File: src/rtl/mem_port_arbiter_if.sv
// Bundle of the fetch port, data port and backing-memory port of the
// unified-memory arbiter.
//   slave  : the arbiter side (takes requests, drives acks and the memory bus)
//   master : the environment side (pipeline ports plus backing memory)
// Fetch port : i_req/i_addr in, i_ack/i_rdata/i_stall out
// Data port  : d_req/d_we/d_addr/d_wdata in, d_ack/d_rdata/d_stall out
// Memory port: mem_req/mem_we/mem_addr/mem_wdata/mem_owner out,
//              mem_rdata/mem_ready in
// err        : pulses together with the ack of a timed-out transaction
interface mem_port_arbiter_if #(
  parameter int ADDR_W = 32,
  parameter int DATA_W = 32
);
  logic              i_req;
  logic [ADDR_W-1:0] i_addr;
  logic              i_ack;
  logic [DATA_W-1:0] i_rdata;
  logic              i_stall;

  logic              d_req;
  logic              d_we;
  logic [ADDR_W-1:0] d_addr;
  logic [DATA_W-1:0] d_wdata;
  logic              d_ack;
  logic [DATA_W-1:0] d_rdata;
  logic              d_stall;

  logic              err;

  logic              mem_req;
  logic              mem_we;
  logic [ADDR_W-1:0] mem_addr;
  logic [DATA_W-1:0] mem_wdata;
  logic [DATA_W-1:0] mem_rdata;
  logic              mem_ready;
  logic              mem_owner;

  modport slave (
    input  i_req, i_addr, d_req, d_we, d_addr, d_wdata, mem_rdata, mem_ready,
    output i_ack, i_rdata, i_stall, d_ack, d_rdata, d_stall, err,
           mem_req, mem_we, mem_addr, mem_wdata, mem_owner
  );

  modport master (
    output i_req, i_addr, d_req, d_we, d_addr, d_wdata, mem_rdata, mem_ready,
    input  i_ack, i_rdata, i_stall, d_ack, d_rdata, d_stall, err,
           mem_req, mem_we, mem_addr, mem_wdata, mem_owner
  );
endinterface

File: src/rtl/mem_port_arbiter.sv
// Shares one single-port backing memory between the instruction-fetch port
// and the data (MEM-stage) port. Data has priority, but fetch is granted once
// STARVE_LIMIT consecutive data grants have gone by while it was waiting.
// Each transaction runs IDLE -> BUSY -> DONE; a BUSY phase with no memory
// response for TIMEOUT cycles is aborted with err (TIMEOUT = 0 disables it).
// Ports:
//   clock : rising-edge clock
//   reset : synchronous active-high reset
//   bus   : mem_port_arbiter_if.slave (fetch, data and memory handshakes)
// All bus outputs are registered except i_stall and d_stall.
module mem_port_arbiter #(
  parameter int ADDR_W       = 32,
  parameter int DATA_W       = 32,
  parameter int STARVE_LIMIT = 4,
  parameter int TIMEOUT      = 64
) (
  input logic                clock,
  input logic                reset,
  mem_port_arbiter_if.slave  bus
);

  localparam int SC_W = $clog2(STARVE_LIMIT + 1);
  localparam int TC_W = (TIMEOUT > 1) ? $clog2(TIMEOUT) : 1;
  localparam logic [SC_W-1:0] SC_MAX  = SC_W'(STARVE_LIMIT);
  localparam logic [TC_W-1:0] TC_LAST = TC_W'((TIMEOUT > 0) ? TIMEOUT - 1 : 0);

  typedef enum logic [1:0] {IDLE, BUSY, DONE} state_t;

  state_t          state;
  logic [SC_W-1:0] starve_cnt;
  logic [TC_W-1:0] tmo_cnt;
  logic            grant_data;
  logic            grant_fetch;
  logic            timeout_hit;

  // Data wins unless fetch is waiting and has already watched STARVE_LIMIT
  // data grants go by in a row.
  assign grant_data  = bus.d_req && !(bus.i_req && (starve_cnt == SC_MAX));
  assign grant_fetch = bus.i_req && !grant_data;
  assign timeout_hit = (TIMEOUT != 0) && (tmo_cnt == TC_LAST);

  assign bus.i_stall = bus.i_req & ~bus.i_ack;
  assign bus.d_stall = bus.d_req & ~bus.d_ack;

  always_ff @(posedge clock) begin
    if (reset) begin
      state         <= IDLE;
      starve_cnt    <= '0;
      tmo_cnt       <= '0;
      bus.mem_req   <= 1'b0;
      bus.mem_we    <= 1'b0;
      bus.mem_owner <= 1'b0;
      bus.mem_addr  <= '0;
      bus.mem_wdata <= '0;
      bus.i_ack     <= 1'b0;
      bus.d_ack     <= 1'b0;
      bus.err       <= 1'b0;
      bus.i_rdata   <= '0;
      bus.d_rdata   <= '0;
    end else begin
      case (state)
        IDLE: begin
          if (grant_data || grant_fetch) begin
            state         <= BUSY;
            bus.mem_req   <= 1'b1;
            bus.mem_owner <= grant_data;
            tmo_cnt       <= '0;
            if (grant_data) begin
              bus.mem_addr  <= bus.d_addr;
              bus.mem_we    <= bus.d_we;
              bus.mem_wdata <= bus.d_wdata;
              // Only data grants that overtake a waiting fetch count.
              starve_cnt    <= bus.i_req ? starve_cnt + SC_W'(1) : '0;
            end else begin
              bus.mem_addr  <= bus.i_addr;
              bus.mem_we    <= 1'b0;
              starve_cnt    <= '0;
            end
          end
        end
        BUSY: begin
          if (bus.mem_ready) begin
            bus.mem_req <= 1'b0;
            state       <= DONE;
            if (bus.mem_owner) begin
              bus.d_ack <= 1'b1;
              // A write returns nothing; the last read value stays visible.
              if (!bus.mem_we) bus.d_rdata <= bus.mem_rdata;
            end else begin
              bus.i_ack   <= 1'b1;
              bus.i_rdata <= bus.mem_rdata;
            end
          end else if (timeout_hit) begin
            bus.mem_req <= 1'b0;
            bus.err     <= 1'b1;
            state       <= DONE;
            if (bus.mem_owner) begin
              bus.d_ack   <= 1'b1;
              bus.d_rdata <= '0;
            end else begin
              bus.i_ack   <= 1'b1;
              bus.i_rdata <= '0;
            end
          end else begin
            tmo_cnt <= tmo_cnt + TC_W'(1);
          end
        end
        DONE: begin
          // Requesters see the ack at this closing edge, so IDLE never
          // observes the request that was just served.
          state     <= IDLE;
          bus.i_ack <= 1'b0;
          bus.d_ack <= 1'b0;
          bus.err   <= 1'b0;
        end
        default: state <= IDLE;
      endcase
    end
  end

endmodule

File: src/flat_wrapper.sv
// flat-port wrapper written by rule: the top's interface ports become plain ports
module mem_port_arbiter_flat 
#(
  parameter int ADDR_W       = 32,
  parameter int DATA_W       = 32,
  parameter int STARVE_LIMIT = 4,
  parameter int TIMEOUT      = 64
)
  (clock, reset, bus_i_req, bus_i_addr, bus_d_req, bus_d_we, bus_d_addr, bus_d_wdata, bus_mem_rdata, bus_mem_ready, bus_i_ack, bus_i_rdata, bus_i_stall, bus_d_ack, bus_d_rdata, bus_d_stall, bus_err, bus_mem_req, bus_mem_we, bus_mem_addr, bus_mem_wdata, bus_mem_owner);
  mem_port_arbiter_if #(.ADDR_W(ADDR_W), .DATA_W(DATA_W)) bus_i ();
  input logic clock;
  input logic reset;
  input wire logic [$bits(bus_i.i_req)-1:0] bus_i_req;
  input wire logic [$bits(bus_i.i_addr)-1:0] bus_i_addr;
  input wire logic [$bits(bus_i.d_req)-1:0] bus_d_req;
  input wire logic [$bits(bus_i.d_we)-1:0] bus_d_we;
  input wire logic [$bits(bus_i.d_addr)-1:0] bus_d_addr;
  input wire logic [$bits(bus_i.d_wdata)-1:0] bus_d_wdata;
  input wire logic [$bits(bus_i.mem_rdata)-1:0] bus_mem_rdata;
  input wire logic [$bits(bus_i.mem_ready)-1:0] bus_mem_ready;
  output wire logic [$bits(bus_i.i_ack)-1:0] bus_i_ack;
  output wire logic [$bits(bus_i.i_rdata)-1:0] bus_i_rdata;
  output wire logic [$bits(bus_i.i_stall)-1:0] bus_i_stall;
  output wire logic [$bits(bus_i.d_ack)-1:0] bus_d_ack;
  output wire logic [$bits(bus_i.d_rdata)-1:0] bus_d_rdata;
  output wire logic [$bits(bus_i.d_stall)-1:0] bus_d_stall;
  output wire logic [$bits(bus_i.err)-1:0] bus_err;
  output wire logic [$bits(bus_i.mem_req)-1:0] bus_mem_req;
  output wire logic [$bits(bus_i.mem_we)-1:0] bus_mem_we;
  output wire logic [$bits(bus_i.mem_addr)-1:0] bus_mem_addr;
  output wire logic [$bits(bus_i.mem_wdata)-1:0] bus_mem_wdata;
  output wire logic [$bits(bus_i.mem_owner)-1:0] bus_mem_owner;
  assign bus_i.i_req = bus_i_req;
  assign bus_i.i_addr = bus_i_addr;
  assign bus_i.d_req = bus_d_req;
  assign bus_i.d_we = bus_d_we;
  assign bus_i.d_addr = bus_d_addr;
  assign bus_i.d_wdata = bus_d_wdata;
  assign bus_i.mem_rdata = bus_mem_rdata;
  assign bus_i.mem_ready = bus_mem_ready;
  assign bus_i_ack = bus_i.i_ack;
  assign bus_i_rdata = bus_i.i_rdata;
  assign bus_i_stall = bus_i.i_stall;
  assign bus_d_ack = bus_i.d_ack;
  assign bus_d_rdata = bus_i.d_rdata;
  assign bus_d_stall = bus_i.d_stall;
  assign bus_err = bus_i.err;
  assign bus_mem_req = bus_i.mem_req;
  assign bus_mem_we = bus_i.mem_we;
  assign bus_mem_addr = bus_i.mem_addr;
  assign bus_mem_wdata = bus_i.mem_wdata;
  assign bus_mem_owner = bus_i.mem_owner;
  mem_port_arbiter #(.ADDR_W(ADDR_W), .DATA_W(DATA_W), .STARVE_LIMIT(STARVE_LIMIT), .TIMEOUT(TIMEOUT)) u_core (.clock(clock), .reset(reset), .bus(bus_i));
endmodule
File: config.mk
export PLATFORM = sky130hd
export DESIGN_NAME = mem_port_arbiter_flat
export DESIGN_NICKNAME = d
export VERILOG_FILES = /design/src/rtl/mem_port_arbiter_if.sv /design/src/rtl/mem_port_arbiter.sv /design/src/flat_wrapper.sv
export SDC_FILE = /design/constraint.sdc
export NUM_CORES = 1
export LEC_CHECK = 0
export CORE_MARGIN = 5
export CORE_UTILIZATION = 25
export CTS_CLUSTER_SIZE = 20
export DETAILED_ROUTE_END_ITERATION = 8
export GPL_TIMING_DRIVEN = 0
export PLACE_DENSITY = 0.51
export SYNTH_ARGS = -nofsm -noshare
export SYNTH_HDL_FRONTEND = slang
export SYNTH_SLANG_ARGS = --single-unit
File: constraint.sdc
create_clock -name clock -period 2.55 [get_ports clock]
set_input_delay 0.765 -clock clock [delete_from_list [all_inputs] [get_ports clock]]
set_output_delay 0.765 -clock clock [all_outputs]
set_load 0.005 [all_outputs]
==> results.yml <==
clock_network:
  cts_tree: "built"
  cts_buffer_depth: 2
  cts_root_buffer: "clkbuf_16"
  h-tree-depth: 4
  cts_setup_buffers: 0
  clock_latency_ps: 420
  cts_buffers: 17
  path_clk_slew_ps: 70
  cts_sinks: 145
worst_setup_path:
  cp-end-kind: "output port"
  worstSetupPathType: "flop to output port"
  crit-reg2reg-capture: "u_core.bus.d_rdata[30]"
  crit_chain: "clkdlybuf4s50_1"
  crit_buf_inv: 1
  reg2reg_depth: 8
  critical_path_required_ps: 1790
  cp-start-kind: "flop"
  crit_fanout: 6
  critPathTopFamily: "buffers and inverters"
  r2r_start: "u_core.state[1]"
  slowest_delay_ps: 600
  cp_data_arrival_time_ps: 1520
  crit_path_top_delay_cell: "clkdlybuf4s50_1"
  r2r_setup_slack_ps: 370
power_and_ir_drop:
  peakVddDrop_uv: 410
  power_leakage_uw: 0.00332
  power_density_nw_per_um2: 722
status:
  status: "finished, final reports clean"
logic_synthesis:
  syn_avg_cell_area_sq_um: 8.58
  async_reset_ff_share_pct: 0
  ys_ff_latch: 145
  synthFlopType: "dfxtp_1"
  yosys_warnings: 0
  synthCells: 652
  synth_area_sq_um: 5590
  synth_cell_type_count: 40
  synth.area.top_cells: "dfxtp_1, nand2_1, a21oi_1, a311oi_1, a22o_1"
  yosysTopAreaCellShare_pct: 51.9
  ys_seq_area_share_pct: 51.9
  synth_edf_count: 0
  yosysTopAreaCell: "dfxtp_1"
  synth_nets: 793
detailed_routing:
  drtPass1Iterations: 4
  wl_per_cell_um: 17.5
  totalWireLength_mm: 21.5
  drcViolationCount: 0
  drt-vias-per-instance: 4.71
  vias: 5789
  drt_iter0_markers: 270
  drtAntennaViolNets: 0
global_route:
  grt_pass1_wl_mm: 33.5
  grt_max_degree: 17
  grt_pass1_vias: 5780
  grt-ovfl-total: 0
  grt_antenna_before_repair: 0
  grt_usage_pct: 16.5
sta:
  worst-slew-pin-transition_ps: 767
  setup_viol: 0
  maxSlewViolCount: 0
  relSlewSlack_pct: 48.3
  whs_ps: 455
  maxClockFrequency_ghz: 0.437
  finalCritPeriodShare_pct: 89.8
  clock_skew_ps: 13.4
  min_period_ps: 2290
  timing.final.hold_violations: 0
  rsz0062_at_grt: "no"
floorplanning:
  row_count: 54
  floorplan.initialDensity_pct: 25.5
  die_x_um: 160
  core-area_sq_um: 22000
  die_area_sq_um: 25500
  dieHeight_um: 160
  ios: 270
finish:
  antennaDiodeCount: 0
  final_cell_mix: "clkdlybuf4s50_1, dfxtp_1, nand2_1"
  fillers: 2221
  layout_commonest_cell: "clkdlybuf4s50_1"
  final_area_sq_um: 9210
  final_core_util_pct: 41.9
  multiInputGateArea_sq_um: 2420
  seq_area_sq_um: 2900
  syn2layout_area_growth_pct: 64.7
  fin_nets: 1078
  drive_above_1_share_pct: 5.68
worst_hold_path:
  whs_path_depth: 2
  hold_end: "u_core.bus.mem_wdata[5]"
  hp-class: "flop to flop"
  hp-start: "u_core.bus.mem_wdata[5]"
run:
  cap_violations: 0
placement:
  port_buffers: 267
  globalplace.congestion: 0.778
  hpwlAfterDp_mm: 16.2
  placed_cell_area_sq_um: 8620
-- flip-flops by register name, indices dropped and copies added (netlist names) --
name / count
u_core.bus.d_ack: 1
u_core.bus.d_rdata: 32
u_core.bus.err: 1
u_core.bus.i_ack: 1
u_core.bus.i_rdata: 32
u_core.bus.mem_addr: 32
u_core.bus.mem_owner: 1
u_core.bus.mem_req: 1
u_core.bus.mem_wdata: 32
u_core.bus.mem_we: 1
u_core.starve_cnt: 3
u_core.state: 2
u_core.tmo_cnt: 6
-- kinds of logic (layout without fill, tap and decap cells) --
logic type	count (synthesis)	count (layout)	share of synthesized area, %
AOI/OAI and AO/OA	198	198	23.5
adders and majority gates	7	7	1.57
buffers and inverters	63	361	4.83
DFF	145	145	51.9
and+or+nand+nor	239	239	18.3
-- through the flow --
stage	power (uW)	cells	TNS (ps)	worst slack, ps
after floorplan	3270	652	0	328
after global placement	4170	1199	-11540	-1000
after detailed placement	4160	1199	-14390	-1010
after CTS	6740	1230	0	247
after global routing	6990	1230	0	109
final	6650	1230	0	260
-- cell usage after synthesis, types with 2 or more instances --
cell type and n:
a311oi_1 35, o21ai_0 36, nand2_1 137, a22o_1 32, a211oi_1 3, a41oi_1 2, a31oi_1 6, o31a_1 2
nand3_1 36, nor3_1 3, nor2b_1 5, inv_1 6, nand3b_1 2, dfxtp_1 145, ha_1 7, buf_1 2
buf_2 15, o31ai_1 2, a21oi_1 71, nand4b_1 3, nor2_1 43, and3_1 2, nand2b_1 2, buf_6 2
clkbuf_1 38
-- what timing repair did --
action | 4_1_cts | 5_1_grt
setup endpoints to repair | 1 | 0
hold buffers | 0 | 0
resized for setup | 10 | 0
-- worst max-delay path by stage --
stage,startpoint,end,depth (start not counted)
global route,u_core.state[1],u_core.bus.d_rdata[30],8
detailed placement,bus_d_req,bus_d_stall,5
global placement,bus_d_req,bus_d_stall,5
finish,u_core.bus.mem_owner,bus_mem_owner,1
CTS,u_core.bus.mem_owner,bus_mem_owner,1
floorplan,bus_d_req,bus_d_stall,3
-- worst min-delay path, cell delays in order (launching register included) --
cell     delay, ps
dfxtp_1        310
nand2_1         50
a21oi_1         50
-- area by class of cell --
class / instances / area share, %
Multi-Input combinational cell: 444 / 26.3
Tap cell: 280 / 3.80
Clock buffer: 18 / 4.77
Inverter: 6 / 0.244
Sequential cell: 145 / 31.5
Clock inverter: 14 / 1.66
Timing Repair Buffer: 267 / 29.0
Buffer: 56 / 2.76
-- power breakdown --
group	total [uW]	switching, uW	internal [uW]
Sequential	2610	124	2490
Combinational	1490	696	790
Clock	2550	1070	1480
-- per-layer routing --
layer | up-vias | part of all wire [%] | track usage [%]
met5 | - | 0 | 0
met4 | 0 | 0.92 | 4.50
met3 | 16 | 10 | 6.76
met2 | 246 | 44 | 25.7
met1 | 2646 | 45 | 21.0
li1 | 2881 | - | -
Power figures use the tool's default switching activity.
